## src/rtl/dso_pkg.sv

```systemverilog
// dso_pkg: shared FSM state type and elaboration-time math helpers for the scaled BCD converter
package dso_pkg;
  typedef enum logic [2:0] {IDLE, DIV, BCD, FRAC, DONE} state_t;
  function automatic longint unsigned pow10(input int n);
    pow10 = 1;
    for (int i = 0; i < n; i++) pow10 = pow10 * 10;
  endfunction
  function automatic int clog2(input longint unsigned v);
    clog2 = 0;
    while ((64'd1 << clog2) < v) clog2++;
  endfunction
endpackage

```

## src/rtl/serial_divider.sv

```systemverilog
// serial_divider: restoring bit-serial divider, one quotient bit per cycle, MSB first
module serial_divider #(
  parameter int W  = 32,
  parameter int RW = 11
) (
  input  logic          CLK,
  input  logic          RSTB,
  input  logic          start,
  input  logic [W-1:0]  dividend,
  input  logic [W-1:0]  divisor,
  output logic          busy,
  output logic          done,
  output logic [W-1:0]  quotient,
  output logic [RW-1:0] remainder
);
  localparam int CW = RW > W ? RW : W;
  logic [5:0] cnt;
  logic [RW-1:0] part;
  logic ge;
  // remainder stays below the divisor, so the shifted partial always fits RW bits
  always_comb begin
    part = (remainder << 1) | RW'(quotient[W-1]);
    ge = CW'(part) >= CW'(divisor);
  end
  always_ff @(posedge CLK)
    if (!RSTB) begin
      busy <= 1'b0;
      done <= 1'b0;
      cnt <= '0;
      quotient <= '0;
      remainder <= '0;
    end else if (start) begin
      busy <= 1'b1;
      done <= 1'b0;
      cnt <= 6'(W - 1);
      quotient <= dividend;
      remainder <= '0;
    end else begin
      done <= busy && cnt == 6'd0;
      if (busy) begin
        quotient <= {quotient[W-2:0], ge};
        remainder <= ge ? RW'(CW'(part) - CW'(divisor)) : part;
        cnt <= cnt - 6'd1;
        busy <= cnt != 6'd0;
      end
    end
endmodule

```

## src/rtl/scaled_bcd_converter.sv

```systemverilog
// scaled_bcd_converter: DATA_IN / DIVISOR as packed BCD (truncated fraction) with saturation,
// serial datapath with fixed latency 2*DATA_W + 5*FRAC_DIGITS + 1
module scaled_bcd_converter import dso_pkg::*; #(
  parameter int          DATA_W      = 32,
  parameter int unsigned DIVISOR     = 820,
  parameter int          INT_DIGITS  = 1,
  parameter int          FRAC_DIGITS = 4
) (
  input  logic                                 CLK,
  input  logic                                 RSTB,
  input  logic                                 in_valid,
  output logic                                 in_ready,
  input  logic [DATA_W-1:0]                    DATA_IN,
  output logic                                 out_valid,
  input  logic                                 out_ready,
  output logic [4*(INT_DIGITS+FRAC_DIGITS)-1:0] DATA_OUT,
  output logic                                 sat
);
  localparam int IW = 4 * INT_DIGITS;
  localparam int FW = FRAC_DIGITS > 0 ? 4 * FRAC_DIGITS : 4;
  localparam int OW = 4 * (INT_DIGITS + FRAC_DIGITS);
  localparam int C = clog2(DIVISOR);
  localparam int RW = C + 1;
  localparam int TW = C + 4;
  localparam longint unsigned QMAX = pow10(INT_DIGITS) - 1;
  localparam logic [IW-1:0] NINES = {INT_DIGITS{4'h9}};
  state_t state;
  logic [5:0] cnt;
  logic [2:0] ph, fdc;
  logic [DATA_W-1:0] q_r, div_q;
  logic [IW-1:0] int_r, adj, int_nx;
  logic [RW-1:0] r_r, div_r;
  logic [TW-1:0] t_r, t_nx, dsh;
  logic [3:0] dig, dig_nx;
  logic [FW-1:0] frac_r, frac_nx;
  logic sat_r, ge, start, div_busy, div_done;
  assign in_ready = state == IDLE;
  assign start = state == IDLE && in_valid;
  serial_divider #(.W(DATA_W), .RW(RW)) u_div (
    .CLK(CLK), .RSTB(RSTB), .start(start), .dividend(DATA_IN), .divisor(DATA_W'(DIVISOR)),
    .busy(div_busy), .done(div_done), .quotient(div_q), .remainder(div_r)
  );
  // double-dabble step on the integer field, and one restoring step of the fractional digit
  always_comb begin
    adj = int_r;
    for (int i = 0; i < INT_DIGITS; i++)
      adj[4*i+:4] = adj[4*i+:4] >= 4'd5 ? adj[4*i+:4] + 4'd3 : adj[4*i+:4];
    int_nx = sat_r && cnt == 6'd0 ? NINES : IW'({adj, q_r[DATA_W-1]});
    dsh = TW'(DIVISOR) << (3'd4 - ph);
    ge = t_r >= dsh;
    t_nx = ge ? t_r - dsh : t_r;
    dig_nx = {dig[2:0], ge};
    frac_nx = (frac_r << 4) | FW'(sat_r ? 4'h9 : dig_nx);
  end
  always_ff @(posedge CLK)
    if (!RSTB) begin
      state <= IDLE;
      cnt <= '0;
      ph <= '0;
      fdc <= '0;
      q_r <= '0;
      int_r <= '0;
      r_r <= '0;
      t_r <= '0;
      dig <= '0;
      frac_r <= '0;
      sat_r <= 1'b0;
      out_valid <= 1'b0;
      DATA_OUT <= '0;
      sat <= 1'b0;
    end else
      case (state)
        IDLE: if (in_valid) begin
          state <= DIV;
          cnt <= 6'(DATA_W - 1);
        end
        DIV: if (div_done && !div_busy) begin
          state <= BCD;
          q_r <= div_q;
          r_r <= div_r;
          sat_r <= 64'(div_q) > QMAX;
          int_r <= '0;
        end
        BCD: begin
          int_r <= int_nx;
          q_r <= q_r << 1;
          cnt <= cnt - 6'd1;
          if (cnt == 6'd0) begin
            if (FRAC_DIGITS == 0) begin
              state <= DONE;
              out_valid <= 1'b1;
              DATA_OUT <= OW'(int_nx);
              sat <= sat_r;
            end else begin
              state <= FRAC;
              ph <= '0;
              fdc <= 3'(FRAC_DIGITS - 1);
              frac_r <= '0;
            end
          end
        end
        FRAC: begin
          ph <= ph == 3'd4 ? 3'd0 : ph + 3'd1;
          if (ph == 3'd0) t_r <= (TW'(r_r) << 3) + (TW'(r_r) << 1);
          else begin
            t_r <= t_nx;
            dig <= dig_nx;
          end
          if (ph == 3'd4) begin
            r_r <= RW'(t_nx);
            frac_r <= frac_nx;
            fdc <= fdc - 3'd1;
            if (fdc == 3'd0) begin
              state <= DONE;
              out_valid <= 1'b1;
              DATA_OUT <= OW'({int_r, frac_nx});
              sat <= sat_r;
            end
          end
        end
        DONE: if (out_ready) begin
          state <= IDLE;
          out_valid <= 1'b0;
        end
        default: state <= IDLE;
      endcase
endmodule

```

## config.mk

```make
export PLATFORM = sky130hd
export DESIGN_NAME = scaled_bcd_converter
export DESIGN_NICKNAME = d
export VERILOG_FILES = /design/src/rtl/dso_pkg.sv /design/src/rtl/serial_divider.sv /design/src/rtl/scaled_bcd_converter.sv
export SDC_FILE = /design/constraint.sdc
export NUM_CORES = 1
export LEC_CHECK = 0
export CAP_MARGIN = 25
export CORE_MARGIN = 5
export CORE_UTILIZATION = 39
export DETAILED_ROUTE_END_ITERATION = 8
export PLACE_DENSITY = 0.69
export SLEW_MARGIN = 0
export SYNTH_ARGS = -nofsm -noshare
export SYNTH_HDL_FRONTEND = slang
export SYNTH_SLANG_ARGS = --single-unit
```

## constraint.sdc

```tcl
create_clock -name CLK -period 4.85 [get_ports CLK]
set_input_delay 0.97 -clock CLK [delete_from_list [all_inputs] [get_ports CLK]]
set_output_delay 0.97 -clock CLK [all_outputs]
set_load 0.01 [all_outputs]
```

# == Word-level counts from Yosys, hierarchy flattened ==
# Index checks and enable logic that the tools add are counted.
# word_totals
regBits,165
inputBits,36
out_inout_bits,23
word_cells,120
# op_classes
addsub,9
order_cmp,4
n_eq_ne,11
n_shift,1
n_mux,40
n_bitwise,4
reduce_logical,30
# ops
operator,count
$mux 32,3
$pmux 32 s2,1
$mux 11,3
$gt 32x4->1 const B,1
$mux 3,10
$mux 14,2
$mux 12,2
$pmux 12 s2,1
$pmux 11 s2,1
$or 16x4->16,1
$pmux 3 s5,1
$add 14x12->14,1
$ge 14x14->1,1
$reduce_bool 2->1,7
$shl 10x3->14 const A,1
$sub 14x14->14,1
$logic_not 6->1,2
$mux 4,3
$ne 2x2->1 const B,6
$pmux 3 s2,2
$pmux 6 s2,1
$reduce_and 2->1,6
$sub 6x1->6 const B,2
$ge 11x10->1 const B,1
other kinds (24),39

# == Depth between registers and ports, before layout ==
# depth
word_depth,7
ltp_mapped,15
ltp_nobuf,12

# == Hierarchy ==
# From an unflattened synthesis, not the netlist that was laid out.
# unflattened
hier_cells,1095
area_unflattened_um2,9054.9
# modules_own_cells
module,instances,cells_per_inst,area_per_inst_um2,seq_area_each_um2
scaled_bcd_converter,1,770,6148.4,2262.2
serial_divider,1,325,2906.5,1021.0

# == Worst setup path before layout ==
# Ideal clock, no wire load.
# synth_path
path_kind,flip-flop to flip-flop
start,reg ph[0]
end,reg t_r[8]
setup_ns,0.120
t_arrival_ns,3.151
required_time_ns,4.730
path_slack_ns,1.579
path_stages_with_launch,14
path_buffers,2
synth_period_minus_slack_ns,3.271
path_cell_list,dfxtp_1 -> inv_1 -> ha_1 -> ha_1 -> clkbuf_1 -> or2_2 -> ha_1 -> or3_1 -> o22ai_2 -> o21bai_1 -> a21o_1 -> buf_4 -> and3_1 -> o31a_1
# synth_between
elab_chain_len,5
elab_cells_between_ends,7
classes_between,2 x add/sub; 1 x order compare; 1 x shift; 2 x mux; 1 x reduce/logical
# synth_rtl
item,line,rtl
start: declaration,scaled_bcd_converter.sv:29,"logic [2:0] ph, fdc;"
start signal: assignment,scaled_bcd_converter.sv:103,ph <= ph == 3'd4 ? 3'd0 : ph + 3'd1;
$sub 3x3->3,scaled_bcd_converter.sv:49,dsh = TW'(DIVISOR) << (3'd4 - ph);
$shl 10x3->14,scaled_bcd_converter.sv:49,
$sub 14x14->14 or $ge 14x14->1 (tied branches),"scaled_bcd_converter.sv:51, scaled_bcd_converter.sv:50",
$mux 14,scaled_bcd_converter.sv:51,t_nx = ge ? t_r - dsh : t_r;
$mux 14 *,scaled_bcd_converter.sv:104,if (ph == 3'd0) t_r <= (TW'(r_r) << 3) + (TW'(r_r) << 1);
end signal: assignment,scaled_bcd_converter.sv:104,
end signal: assignment,scaled_bcd_converter.sv:106,t_r <= t_nx;
end: declaration,scaled_bcd_converter.sv:33,"logic [TW-1:0] t_r, t_nx, dsh;"
# Every way passes the cells marked *; elsewhere a longest branch is shown, timed or not. The select of a mux whose other input is x is not followed.
# A chain may end at the register's enable or synchronous reset.

# == Worst setup path after layout ==
# layout_path
start,reg ph[0]
end,reg t_r[4]
# The elaborated chain is that of the path after synthesis.

==> qor.txt <==
Root Driver = clkbuf_16
Hold Violations, Final = 0
Avg Inst Size Synth = 8.47 um^2
Reg area = 0.00328 mm^2
Synth Instances = 1,004
RSZ-0062 raised after global routing = false
Least-Margin Pin Slew = 0.792 ns
Leak = 0.00384 uW
global-route wire length before repair = 33,100 um
outcome = complete, no violations
design area = 0.00983 mm^2
min-delay src = frac_r[10]$_SDFFE_PN0P_
area grow syn2layout = 15.6%
layout cells sized above 1 = 0.0628
WL per Instance = 14.8 um
vias per cell = 5.49
cts hold-fix bufs = 0
clk_skew = 0.00856 ns
Mapped Area = 0.00850 mm^2
CTS Buf Count = 17
DP Area = 0.00925 mm^2
reg2reg end = t_r[4]$_SDFFE_PN0P_
RePlAce Congestion = 0.823
diode count = 0
largest net degree at the start of global routing = 80
post-CTS sizing = 0
CTS H-tree depth = 4
worst vdd ir = 0.000214 V
Critical Path Source Type = flip-flop
Hold Path Sink = frac_r[10]$_SDFFE_PN0P_
Crit path arrival time = 4.01 ns
die height = 158 um
critical setup path kind = reg -> reg
die width = 158 um
top_reg_cell synth = dfxtp_1
# setup viols final = 0
core area = 0.0216 mm^2
Total Routing Usage GR = 0.159
antenna violations before repair = 0
Ports = 59
CTS Sinks = 164
hpwl dp = 13,400 um
Hold Crit Class = reg -> reg
footprint of the multi-input gates = 0.00483 mm^2
Tmin final = 3.72 ns
Final TNS setup = 0 ns
Final period util = 0.767
fillers = 2,137
hold depth = 2
port buffer count = 58
Clock Path Buffers = 2
via count = 7,219
Post-DRT Antenna Nets = 0
Netlist cell types = 68
max-cap violations = 0
R2R Path Start = ph[0]$_SDFFE_PN0P_
CP Max Fanout = 16
Seq/Total Area, Yosys = 0.386
syn_nets = 1,079
r2r setup slk = 1.13 ns
Max-Slew Margin vs Limit = 0.472
DRC = 0
Slew Viols, Final = 0
R2R cell count = 11
Fmax = 269 MHz
FFs w/ async S/R, synth = 0
initial DRC count = 381
Worst-Skew Late Latency = 0.43 ns
Worst-path clk slew = 0.06 ns
# nets final = 1,097
critical path capture point type = flip-flop
Final Hold Slack = 0.453 ns
critical path required time = 5.14 ns
postcts setup bufs = 0
CTS tree = built
Ys Warns = 0
#FFs+latches synth = 164
grt ovf = 0
vias in the first global route = 6,825
pwr/cell area = 303 mW/mm^2
die area = 0.0249 mm^2
Cell Rows = 54
final wirelength = 19,500 um
Post-synth EDFFs = 0
initial core utilization = 0.393
DR pass1 iterations = 6
## stage by stage
step	utilization	worst slack, ns	std cells	power [uW]
2_1_floorplan	-	1.58	1004	1630
3_5_place_dp	0.428	1.16	1282	1700
5_1_grt	0.455	0.835	1315	3100
6_report	0.455	1.13	1315	2980
4_1_cts	0.454	1.14	1314	3010
3_3_place_gp	0.426	1.25	1280	1700
## sequential cells by signal (all words and copies together) (netlist names)
signal	count
DATA_OUT	20
int_r	4
frac_r	12
q_r	32
fdc	3
cnt	6
out_valid	1
u_div.busy	1
u_div.cnt	6
u_div.quotient	32
u_div.remainder	11
ph	3
u_div.done	1
dig	3
t_r	13
state	3
sat	1
sat_r	1
r_r	11
## final cells by class
cell class / instances / share of cell area
Sequential cell: 164 / 0.334
Tap cell: 280 / 0.0356
Inverter: 23 / 0.00904
Clock buffer: 17 / 0.0433
Clock inverter: 15 / 0.0155
Timing Repair Buffer: 69 / 0.0713
Multi-Input combinational cell: 747 / 0.491
## cell usage after synthesis, drive strengths merged, types with 4 or more instances
master | instances | area (um^2)
inv | 23 | 86.3
ha | 38 | 475
o21ai | 32 | 160
and3 | 7 | 43.8
xor2 | 12 | 105
nand2 | 104 | 390
nor2b | 5 | 31.3
a31oi | 9 | 56.3
dfxtp | 164 | 3280
nor2 | 115 | 432
buf | 30 | 161
o31ai | 5 | 37.5
xnor2 | 16 | 140
o211ai | 13 | 103
clkbuf | 40 | 150
nand4 | 6 | 37.5
a311oi | 4 | 35.0
a21o | 10 | 75.1
nand3 | 26 | 130
o22ai | 4 | 31.3
nor4 | 8 | 50.1
a21oi | 89 | 449
a211oi | 74 | 566
nor3b | 5 | 47.5
nor3 | 21 | 105
or2 | 6 | 37.5
nand2b | 9 | 56.3
mux2i | 80 | 801
a32oi | 4 | 35.0
## power breakdown
part / switching, uW / internal (uW)
combinational: 123 / 108
sequential: 48.0 / 1390
clock: 593 / 721
total: 764 / 2220
## layer usage
metal | vias to the layer above | wire length (um) | track usage
met4 | 0 | 221 | 0.0352
met5 | - | 0 | 0
met3 | 24 | 915 | 0.0323
li1 | 3649 | - | -
met1 | 3384 | 9470 | 0.223
met2 | 162 | 8920 | 0.254
## logic make-up (layout without fill, tap and decap cells)
group	count (synthesis)	count (layout)	synth area share
AO/OA/AOI/OAI	267	267	0.206
multiplexers	82	82	0.0968
AND/OR/NAND/NOR	331	331	0.178
buffers and inverters	93	124	0.0468
XOR/XNOR	28	28	0.0288
adder cells (fa/ha/maj)	39	39	0.0583
flip-flops	164	164	0.386
## worst max path at each step
stage,start,end,slack (ns)
after floorplan,ph[0]$_SDFFE_PN0P_,t_r[8]$_SDFFE_PN0P_,1.58
after global placement,ph[0]$_SDFFE_PN0P_,t_r[8]$_SDFFE_PN0P_,1.25
after detailed placement,ph[0]$_SDFFE_PN0P_,t_r[4]$_SDFFE_PN0P_,1.16
after CTS,ph[0]$_SDFFE_PN0P_,t_r[4]$_SDFFE_PN0P_,1.14
after global routing,ph[0]$_SDFFE_PN0P_,t_r[4]$_SDFFE_PN0P_,0.84
final,ph[0]$_SDFFE_PN0P_,t_r[4]$_SDFFE_PN0P_,1.13
## placed cells by master, fill, tap and decap left out, types with 3 or more instances in the layout
master           synthesis  routed
a211oi_1                72      72
a21o_1                  10      10
a21oi_1                 88      88
a311oi_1                 4       4
a31oi_1                  9       9
a32oi_1                  4       4
and2_1                   3       3
and3_1                   7       7
buf_12                   0       3
buf_4                    3       8
clkbuf_16                0      17
clkdlybuf4s50_1          0      58
clkinv_4                 0       4
dfxtp_1                164     163
ha_1                    38      38
inv_1                   22      22
inv_6                    0       4
mux2i_1                 80      80
nand2_1                104     102
nand2b_1                 9       9
nand3_1                 26      26
nand4_1                  6       6
nand4b_1                 3       3
nor2_1                 115     115
nor2b_1                  5       5
nor3_1                  21      21
nor3b_1                  3       3
nor4_1                   8       8
o211ai_1                12      12
o21a_1                   3       3
o21ai_0                 31      31
o22ai_1                  3       3
o31a_1                   3       3
o31ai_1                  5       5
or2_2                    6       6
xnor2_1                 16      16
xor2_1                  12      12
## critical path: stages, from the launching register on
cell and delay (ns):
dfxtp_1 0.51, inv_1 0.14, ha_1 0.27, ha_1 0.41
or2_2 0.34, ha_1 0.34, o21a_1 0.18, o22ai_2 0.12
o21bai_1 0.27, a21o_1 0.59, mux2i_1 0.32, o22ai_1 0.11
(Power assumes the default switching activity.)
